[config.mk]
export PLATFORM = sky130hd
export DESIGN_NAME = idli_sqi_burst_m
export DESIGN_NICKNAME = d
export VERILOG_FILES = /design/src/rtl/idli_sqi_burst_m.sv
export SDC_FILE = /design/constraint.sdc
export NUM_CORES = 1
export LEC_CHECK = 0
export ABC_CLOCK_PERIOD_IN_PS = 3500
export CAP_MARGIN = 25
export CORE_MARGIN = 2
export CORE_UTILIZATION = 52
export DETAILED_ROUTE_END_ITERATION = 7
export HOLD_SLACK_MARGIN = 0.02
export PLACE_DENSITY = 0.77
export SLEW_MARGIN = 40
export SYNTH_ARGS = -nofsm -noshare
export SYNTH_HDL_FRONTEND = slang
export SYNTH_SLANG_ARGS = --single-unit
export TNS_END_PERCENT = 50
[constraint.sdc]
create_clock -name i_sqi_gck -period 3.5 [get_ports i_sqi_gck]
set_clock_uncertainty 0.1 [all_clocks]
set_input_delay 0.525 -clock i_sqi_gck [delete_from_list [all_inputs] [get_ports i_sqi_gck]]
set_output_delay 0.525 -clock i_sqi_gck [all_outputs]
set_load 0.01 [all_outputs]
[src/rtl/idli_sqi_burst_m.sv]
// SQI burst controller for NUM_MEM nibble-wide SQI SRAMs sharing SCK and CS.
// Each memory carries one 4-bit lane of a 4*NUM_MEM-bit word. CMD and ADDR nibbles
// are broadcast on every lane. Sequential same-direction requests extend the burst.
// SCK = gck/2; each SCK period is an L phase (sck=0) followed by an H phase (sck=1).
// Optional feature macro: IDLI_SQI_HOLD_EN (lets a burst pause up to HOLD_MAX gck).
//
// Ports:
//   i_sqi_gck, i_sqi_rst        core clock, asynchronous active-high reset
//   i_sqi_req_vld/o_sqi_req_rdy request handshake (wr, addr, data held until accepted)
//   i_sqi_req_wr/addr/data      request fields
//   o_sqi_rsp_vld/o_sqi_rsp_data one-cycle read-data pulse, no backpressure
//   o_sqi_busy                  controller not idle
//   o_sqi_sck, o_sqi_cs         shared SCK and active-low CS, both straight from flops
//   o_sqi_oe, o_sqi_sio         SIO output enable and per-lane output nibbles
//   i_sqi_sio                   per-lane input nibbles
module idli_sqi_burst_m #(
  parameter int NUM_MEM   = 4,
  parameter int ADDR_W    = 16,
  parameter int DUMMY_CYC = 1
`ifdef IDLI_SQI_HOLD_EN
  , parameter int HOLD_MAX = 8
`endif
) (
  input  logic                   i_sqi_gck,
  input  logic                   i_sqi_rst,
  input  logic                   i_sqi_req_vld,
  output logic                   o_sqi_req_rdy,
  input  logic                   i_sqi_req_wr,
  input  logic [ADDR_W-1:0]      i_sqi_req_addr,
  input  logic [4*NUM_MEM-1:0]   i_sqi_req_data,
  output logic                   o_sqi_rsp_vld,
  output logic [4*NUM_MEM-1:0]   o_sqi_rsp_data,
  output logic                   o_sqi_busy,
  output logic                   o_sqi_sck,
  output logic                   o_sqi_cs,
  output logic                   o_sqi_oe,
  output logic [NUM_MEM*4-1:0]   o_sqi_sio,
  input  logic [NUM_MEM*4-1:0]   i_sqi_sio
);

  localparam int W       = 4 * NUM_MEM;
  localparam int N_ADDR  = ADDR_W / 4;
  localparam int CNT_MAX = (N_ADDR > DUMMY_CYC) ? N_ADDR : DUMMY_CYC;
  localparam int CNT_W   = (CNT_MAX > 2) ? $clog2(CNT_MAX) : 1;
`ifdef IDLI_SQI_HOLD_EN
  localparam int HC_W    = (HOLD_MAX > 1) ? $clog2(HOLD_MAX) : 1;
`endif

  localparam logic [7:0] CMD_READ  = 8'h03;
  localparam logic [7:0] CMD_WRITE = 8'h02;
  localparam logic       PH_L      = 1'b0;
  localparam logic       PH_H      = 1'b1;

  typedef enum logic [2:0] {
    S_IDLE,
    S_CMD,
    S_ADDR,
    S_DUMMY,
    S_DATA,
    S_CS_HI
`ifdef IDLI_SQI_HOLD_EN
    , S_HOLD
`endif
  } state_t;

  state_t              state_q, state_d;
  logic                ph_q, ph_d;        // current SCK phase
  logic                lead_q, lead_d;    // one gck lead-in between accept and CMD
  logic [CNT_W-1:0]    cnt_q, cnt_d;      // SCK index within CMD/ADDR/DUMMY
  logic [ADDR_W-1:0]   sh_q, sh_d;        // address nibbles still to be sent
  logic                sck_q, sck_d;
  logic                cs_q, cs_d;
  logic                oe_q, oe_d;
  logic [W-1:0]        sio_q, sio_d;
  logic                rsp_vld_q, rsp_vld_d;
  logic [W-1:0]        rsp_data_q, rsp_data_d;
  logic                wr_q, wr_d;        // direction of the burst in flight
  logic [ADDR_W-1:0]   addr_q, addr_d;    // address of the word in flight
  logic [W-1:0]        wdata_q, wdata_d;
`ifdef IDLI_SQI_HOLD_EN
  logic [HC_W-1:0]     hold_q, hold_d;
`endif

  logic [ADDR_W-1:0]   next_addr;
  logic                match;
  logic                rdy;
  logic                accept;
  logic [7:0]          cmd_byte;

  function automatic logic [W-1:0] bcast(input logic [3:0] nib);
    return {NUM_MEM{nib}};
  endfunction

  assign cmd_byte = wr_q ? CMD_WRITE : CMD_READ;

  // A request may join the running burst only if it is the next word in the same direction.
  always_comb begin
    next_addr = addr_q + ADDR_W'(1);
    match     = i_sqi_req_vld && (i_sqi_req_wr == wr_q) && (i_sqi_req_addr == next_addr);
    case (state_q)
      S_IDLE:  rdy = 1'b1;
      S_DATA:  rdy = (ph_q == PH_H) && match;
`ifdef IDLI_SQI_HOLD_EN
      S_HOLD:  rdy = match;
`endif
      default: rdy = 1'b0;
    endcase
  end

  assign accept = i_sqi_req_vld && rdy;

  always_ff @(posedge i_sqi_gck or posedge i_sqi_rst) begin
    if (i_sqi_rst) begin
      state_q    <= S_IDLE;
      ph_q       <= PH_L;
      lead_q     <= 1'b0;
      cnt_q      <= '0;
      sh_q       <= '0;
      sck_q      <= 1'b0;
      cs_q       <= 1'b1;
      oe_q       <= 1'b0;
      sio_q      <= '0;
      rsp_vld_q  <= 1'b0;
      rsp_data_q <= '0;
      wr_q       <= 1'b0;
      addr_q     <= '0;
      wdata_q    <= '0;
`ifdef IDLI_SQI_HOLD_EN
      hold_q     <= '0;
`endif
    end else begin
      state_q    <= state_d;
      ph_q       <= ph_d;
      lead_q     <= lead_d;
      cnt_q      <= cnt_d;
      sh_q       <= sh_d;
      sck_q      <= sck_d;
      cs_q       <= cs_d;
      oe_q       <= oe_d;
      sio_q      <= sio_d;
      rsp_vld_q  <= rsp_vld_d;
      rsp_data_q <= rsp_data_d;
      wr_q       <= wr_d;
      addr_q     <= addr_d;
      wdata_q    <= wdata_d;
`ifdef IDLI_SQI_HOLD_EN
      hold_q     <= hold_d;
`endif
    end
  end

  // Every H phase ends on an edge that enters the L phase of the next SCK slot;
  // all SIO/oe/state changes happen on that edge so the memory sees stable data
  // at the following rising SCK edge.
  always_comb begin
    state_d    = state_q;
    ph_d       = ph_q;
    lead_d     = lead_q;
    cnt_d      = cnt_q;
    sh_d       = sh_q;
    sck_d      = sck_q;
    cs_d       = cs_q;
    oe_d       = oe_q;
    sio_d      = sio_q;
    rsp_vld_d  = 1'b0;
    rsp_data_d = rsp_data_q;
    wr_d       = wr_q;
    addr_d     = addr_q;
    wdata_d    = wdata_q;
`ifdef IDLI_SQI_HOLD_EN
    hold_d     = hold_q;
`endif

    case (state_q)
      S_IDLE: begin
        sck_d = 1'b0;
        if (accept) begin
          // Park in a pseudo H phase so the next edge starts CMD slot 0 with CS low.
          state_d = S_CMD;
          ph_d    = PH_H;
          lead_d  = 1'b1;
          wr_d    = i_sqi_req_wr;
          addr_d  = i_sqi_req_addr;
          wdata_d = i_sqi_req_data;
        end
      end

      S_CMD: begin
        if (ph_q == PH_L) begin
          ph_d  = PH_H;
          sck_d = 1'b1;
        end else begin
          ph_d  = PH_L;
          sck_d = 1'b0;
          if (lead_q) begin
            lead_d = 1'b0;
            cs_d   = 1'b0;
            oe_d   = 1'b1;
            cnt_d  = '0;
            sio_d  = bcast(cmd_byte[7:4]);
          end else if (cnt_q == '0) begin
            cnt_d = CNT_W'(1);
            sio_d = bcast(cmd_byte[3:0]);
          end else begin
            state_d = S_ADDR;
            cnt_d   = '0;
            sio_d   = bcast(addr_q[ADDR_W-1 -: 4]);
            sh_d    = addr_q << 4;
          end
        end
      end

      S_ADDR: begin
        if (ph_q == PH_L) begin
          ph_d  = PH_H;
          sck_d = 1'b1;
        end else begin
          ph_d  = PH_L;
          sck_d = 1'b0;
          if (cnt_q != CNT_W'(N_ADDR - 1)) begin
            cnt_d = cnt_q + CNT_W'(1);
            sio_d = bcast(sh_q[ADDR_W-1 -: 4]);
            sh_d  = sh_q << 4;
          end else begin
            cnt_d = '0;
            if (wr_q) begin
              // Writes go straight to data; the memory needs no turnaround.
              state_d = S_DATA;
              oe_d    = 1'b1;
              sio_d   = wdata_q;
            end else if (DUMMY_CYC > 0) begin
              state_d = S_DUMMY;
              oe_d    = 1'b0;
              sio_d   = '0;
            end else begin
              state_d = S_DATA;
              oe_d    = 1'b0;
              sio_d   = '0;
            end
          end
        end
      end

      S_DUMMY: begin
        if (ph_q == PH_L) begin
          ph_d  = PH_H;
          sck_d = 1'b1;
        end else begin
          ph_d  = PH_L;
          sck_d = 1'b0;
          if (cnt_q != CNT_W'(DUMMY_CYC - 1)) begin
            cnt_d = cnt_q + CNT_W'(1);
          end else begin
            cnt_d   = '0;
            state_d = S_DATA;
          end
        end
      end

      S_DATA: begin
        if (ph_q == PH_L) begin
          ph_d  = PH_H;
          sck_d = 1'b1;
        end else begin
          ph_d  = PH_L;
          sck_d = 1'b0;
          // Read data is valid for the whole H phase; capture it as H closes.
          if (!wr_q) begin
            rsp_vld_d  = 1'b1;
            rsp_data_d = i_sqi_sio;
          end
          if (accept) begin
            addr_d  = i_sqi_req_addr;
            wdata_d = i_sqi_req_data;
            if (wr_q) begin
              sio_d = i_sqi_req_data;
            end
`ifdef IDLI_SQI_HOLD_EN
          end else if (!i_sqi_req_vld) begin
            state_d = S_HOLD;
            hold_d  = '0;
`endif
          end else begin
            state_d = S_CS_HI;
            cs_d    = 1'b1;
            oe_d    = 1'b0;
            sio_d   = '0;
          end
        end
      end

`ifdef IDLI_SQI_HOLD_EN
      // SCK parked low with CS still asserted; the memory simply waits.
      S_HOLD: begin
        sck_d = 1'b0;
        if (accept) begin
          state_d = S_DATA;
          ph_d    = PH_L;
          addr_d  = i_sqi_req_addr;
          wdata_d = i_sqi_req_data;
          if (wr_q) begin
            sio_d = i_sqi_req_data;
          end
        end else if (i_sqi_req_vld || (hold_q == HC_W'(HOLD_MAX - 1))) begin
          state_d = S_CS_HI;
          ph_d    = PH_L;
          cs_d    = 1'b1;
          oe_d    = 1'b0;
          sio_d   = '0;
        end else begin
          hold_d = hold_q + HC_W'(1);
        end
      end
`endif

      // One SCK period of CS-high time; SCK stays low since no memory is selected.
      S_CS_HI: begin
        sck_d = 1'b0;
        if (ph_q == PH_L) begin
          ph_d = PH_H;
        end else begin
          ph_d    = PH_L;
          state_d = S_IDLE;
        end
      end

      default: begin
        state_d = S_IDLE;
        ph_d    = PH_L;
        lead_d  = 1'b0;
        sck_d   = 1'b0;
        cs_d    = 1'b1;
        oe_d    = 1'b0;
        sio_d   = '0;
      end
    endcase
  end

  assign o_sqi_req_rdy  = rdy;
  assign o_sqi_rsp_vld  = rsp_vld_q;
  assign o_sqi_rsp_data = rsp_data_q;
  assign o_sqi_busy     = (state_q != S_IDLE);
  assign o_sqi_sck      = sck_q;
  assign o_sqi_cs       = cs_q;
  assign o_sqi_oe       = oe_q;
  assign o_sqi_sio      = sio_q;

endmodule

==> run summary <==
### Layout
- 0 — diode insertion count for antenna repair
- 2200 sq um — register cell area after layout
- 27.9% — area growth from synthesis to layout
- 629 — post-layout net count
- 5980 sq um — final standard cell area without fillers
- 670 — count of filler cells inserted in the layout
- 2290 sq um — area of combinational cells with multiple inputs
- 8.17% — layout cells sized above 1

### Run status
- completed — outcome

### Worst setup path
- output port — endpoint class of the critical path
- 2870 ps — required time worst endpoint
- 2670 ps — signal arrival time at the worst endpoint
- flip-flop — Worst Setup Start Kind
- reg -> out — critical path start-end classification
- 9 — worst-case reg-to-reg path depth
- 5 — worst-path maximum fanout

### Clock tree
- 2 — maximum buffer depth of the clock tree
- sky130_fd_sc_hd__clkbuf_8 — clock tree root buffer cell
- 88 — clock sink total
- 90 ps — clk slew on worst S/H paths
- 3 — total number of H-tree levels
- 9 — Num CTS Buffers
- 360 ps — insertion delay to the later sink of the worst-skew pair
- yes — CTS tree

### Pwr
- 2.50 nW — reported leakage power
- 5.29 mW — Final Power
- 2.16 mW — switching power summed over all nets
- 36.6% — sequential power share
- 886 nW/um^2 — PwrDens
- 3.13 mW — internal power
- 40.8% — fraction of power spent switching nets
- 49.4% — fraction of power consumed by combinational cells
- 0.000456 V — worst vdd rail ir drop
- 13.9% — clock share of power

### Floorplan
- 98.8 microns — Vert. Die Dim
- 9760 sq um — floorplan die area
- 98.8 microns — horizontal die dimension
- 90 — I/O Pins
- 53.6% — initial standard-cell utilization of the core
- 34 — cell row count
- 8720 sq um — area inside the core boundary

### Logic synthesis
- 88 — flops & latches, synth
- 486 — gate count of the mapped netlist
- sky130_fd_sc_hd__dfrtp_1 47%, sky130_fd_sc_hd__mux2_1 8.4%, sky130_fd_sc_hd__nand2_1 6.2% — Area contributors post-synth
- 46.6% — Yosys top cell area share
- 47.1% — sequential share of the synthesized area
- 4670 sq um — total standard cell area after synthesis
- sky130_fd_sc_hd__dfrtp_1 — cell with the most instances after synthesis
- 87 x sky130_fd_sc_hd__dfrtp_1, 77 x sky130_fd_sc_hd__nand2_1, 35 x sky130_fd_sc_hd__mux2_1, 32 x sky130_fd_sc_hd__o21ai_0, 29 x sky130_fd_sc_hd__a21oi_1 — most frequent cells after synthesis
- sky130_fd_sc_hd__dfrtp_1 — top_reg_cell synth
- 544 — Post-Synthesis Net Count
- sky130_fd_sc_hd__dfrtp_1 — most area-hungry cell type in the Yosys netlist
- 9.62 sq um — average footprint of a synthesized cell
- 57 — Yosys cell types
- 100% — share of synthesized flip-flops with an asynchronous set or reset
- 0 — EDFF count, synth
- 0 — number of warning messages in the yosys log

### GRT
- 0 — Congestion Overflow GR
- 4035 — number of global-route vias before repair
- 51 — pin count of the biggest net entering global routing
- 20400 microns — first-pass GRT wire length
- 25.9% — GRT Overall Usage
- 0 — number of antenna violations at the first check in global routing

### STA
- 303 MHz — Fmax
- 0 — Final Setup Violations
- 49.0% — slew margin rel.
- 763 ps — Worst-Margin Slew
- 0 — Pins Over Slew Limit
- 205 ps — final worst-path setup slack
- 0 ps — setup tns final
- 0 — final hold violation count
- 94.2% — Final period util
- 378 ps — hold slack
- 3300 ps — final critical-path required period

### Placed design
- 5740 sq um — post-detailed-placement cell area
- 0.969 — RePlAce Congestion
- 8270 microns — Detailed Place HPWL
- -61.2 ps — Post-Place Setup Slack
- 89 — count of input and output buffers

### Drt
- 0 — Routed Antenna Nets
- 292 — initial drt markers
- 5 — Detailed Routing Iterations Pass 1
- 12100 microns — wirelength, routed
- 17.8 microns — wire length per cell
- 4069 — DR vias
- 0 — residual DRC count
- 5.96 — post-detailed-route via-to-cell ratio

### Hold path
- 2 — Worst Hold Depth
- reg -> reg — worst hold-check path type

### Flow run
- 0 — max capacitance violation total

cell type report:
class                   instances  share of cell area, %
multi-input cells             351                   38.4
flip-flops and latches         88                   36.9
repair buffers                106                   18.1
clock buffers                  11                   2.53
well taps                     108                   2.26
inverters                      15                  0.963
clock inverters                 4                  0.879
repair_timing:
item                                    in CTS  in global routing
endpoints found under the setup margin       1                  1
hold buffers                                 0                  0
setup buffers                                2                  0
gates resized for setup                      4                  1
cloned                                       0                  0
pin swaps                                    1                  1
layout by cell type, fill, tap and decap left out, types with 12 or more instances in the layout:
cell type                         Yosys  layout
sky130_fd_sc_hd__dfrtp_1             87      86
sky130_fd_sc_hd__nor2_1              20      20
sky130_fd_sc_hd__o21ai_0             32      32
sky130_fd_sc_hd__o2bb2ai_1           16      16
sky130_fd_sc_hd__mux2_1              35      35
sky130_fd_sc_hd__clkdlybuf4s50_1      0      88
sky130_fd_sc_hd__buf_4                3      12
sky130_fd_sc_hd__a21oi_1             29      29
sky130_fd_sc_hd__a41oi_1             16      16
sky130_fd_sc_hd__nand2_1             77      77
sky130_fd_sc_hd__nand3_1             13      12
metrics by stage:
step                instances  utilization [%]
detailed placement        666             65.8
global route              683             68.5
floorplan                 486                -
finish                    683             68.5
global placement          666             65.8
CTS                       683             68.5
power by group through the flow:
stage | registers [mW] | clock network, mW | logic (mW)
3_3_place_gp | 1.92 | 0 | 2.49
6_report | 1.94 | 0.737 | 2.62
5_1_grt | 2.00 | 0.787 | 2.89
3_5_place_dp | 1.95 | 0 | 2.56
4_1_cts | 1.93 | 0.747 | 2.61
2_1_floorplan | 1.87 | 0 | 1.60
routing by layer:
metal	global-route usage (%)	vias up	part of all wire [%]
met5	0	-	0
met4	7.80	0	1.4
met3	7.66	13	8.5
met2	38.8	176	45
met1	36.7	1966	45
li1	-	1914	-
sequential cells by signal, indices dropped and copies added, names as in the netlist:
signal	cells
addr_q	16
cnt_q	2
lead_q	1
o_sqi_cs	1
o_sqi_oe	1
o_sqi_rsp_data	16
o_sqi_rsp_vld	1
o_sqi_sck	1
o_sqi_sio	16
ph_q	1
sh_q	12
state_q	3
wdata_q	16
wr_q	1
critical path, stage by stage, from the launching register on:
cell and delay [ps]:
sky130_fd_sc_hd__dfrtp_2 420, sky130_fd_sc_hd__buf_4 160, sky130_fd_sc_hd__nand4_1 250, sky130_fd_sc_hd__nor3_4 320, sky130_fd_sc_hd__and4_1 230, sky130_fd_sc_hd__o22ai_1 140
sky130_fd_sc_hd__a2111oi_4 360, sky130_fd_sc_hd__nand2b_1 160, sky130_fd_sc_hd__dlygate4sd2_1 270
path summary, 6_finish.rpt:
kind / startpoint / endpoint / slack [ps]
hold / removal: o_sqi_rsp_data[10] / o_sqi_rsp_data[10] / 380
max in group asynchronous: i_sqi_rst / addr_q[6] / 2130
min in group asynchronous: i_sqi_rst / o_sqi_rsp_data[5] / 470
hold reg to reg: o_sqi_rsp_data[10] / o_sqi_rsp_data[10] / 380
setup / recovery: addr_q[0] / o_sqi_req_rdy / 200
setup reg to reg: addr_q[5] / wdata_q[0] / 310
kinds of logic after synthesis:
group	synth area share (%)
AOI/OAI and AO/OA	19.4
xor gates and xnor gates	3.75
adders and majority gates	1.61
buffers and inverters	4.20
DFF	47.1
muxes	8.65
and+or+nand+nor	15.2
Power figures use the tool's default switching activity.
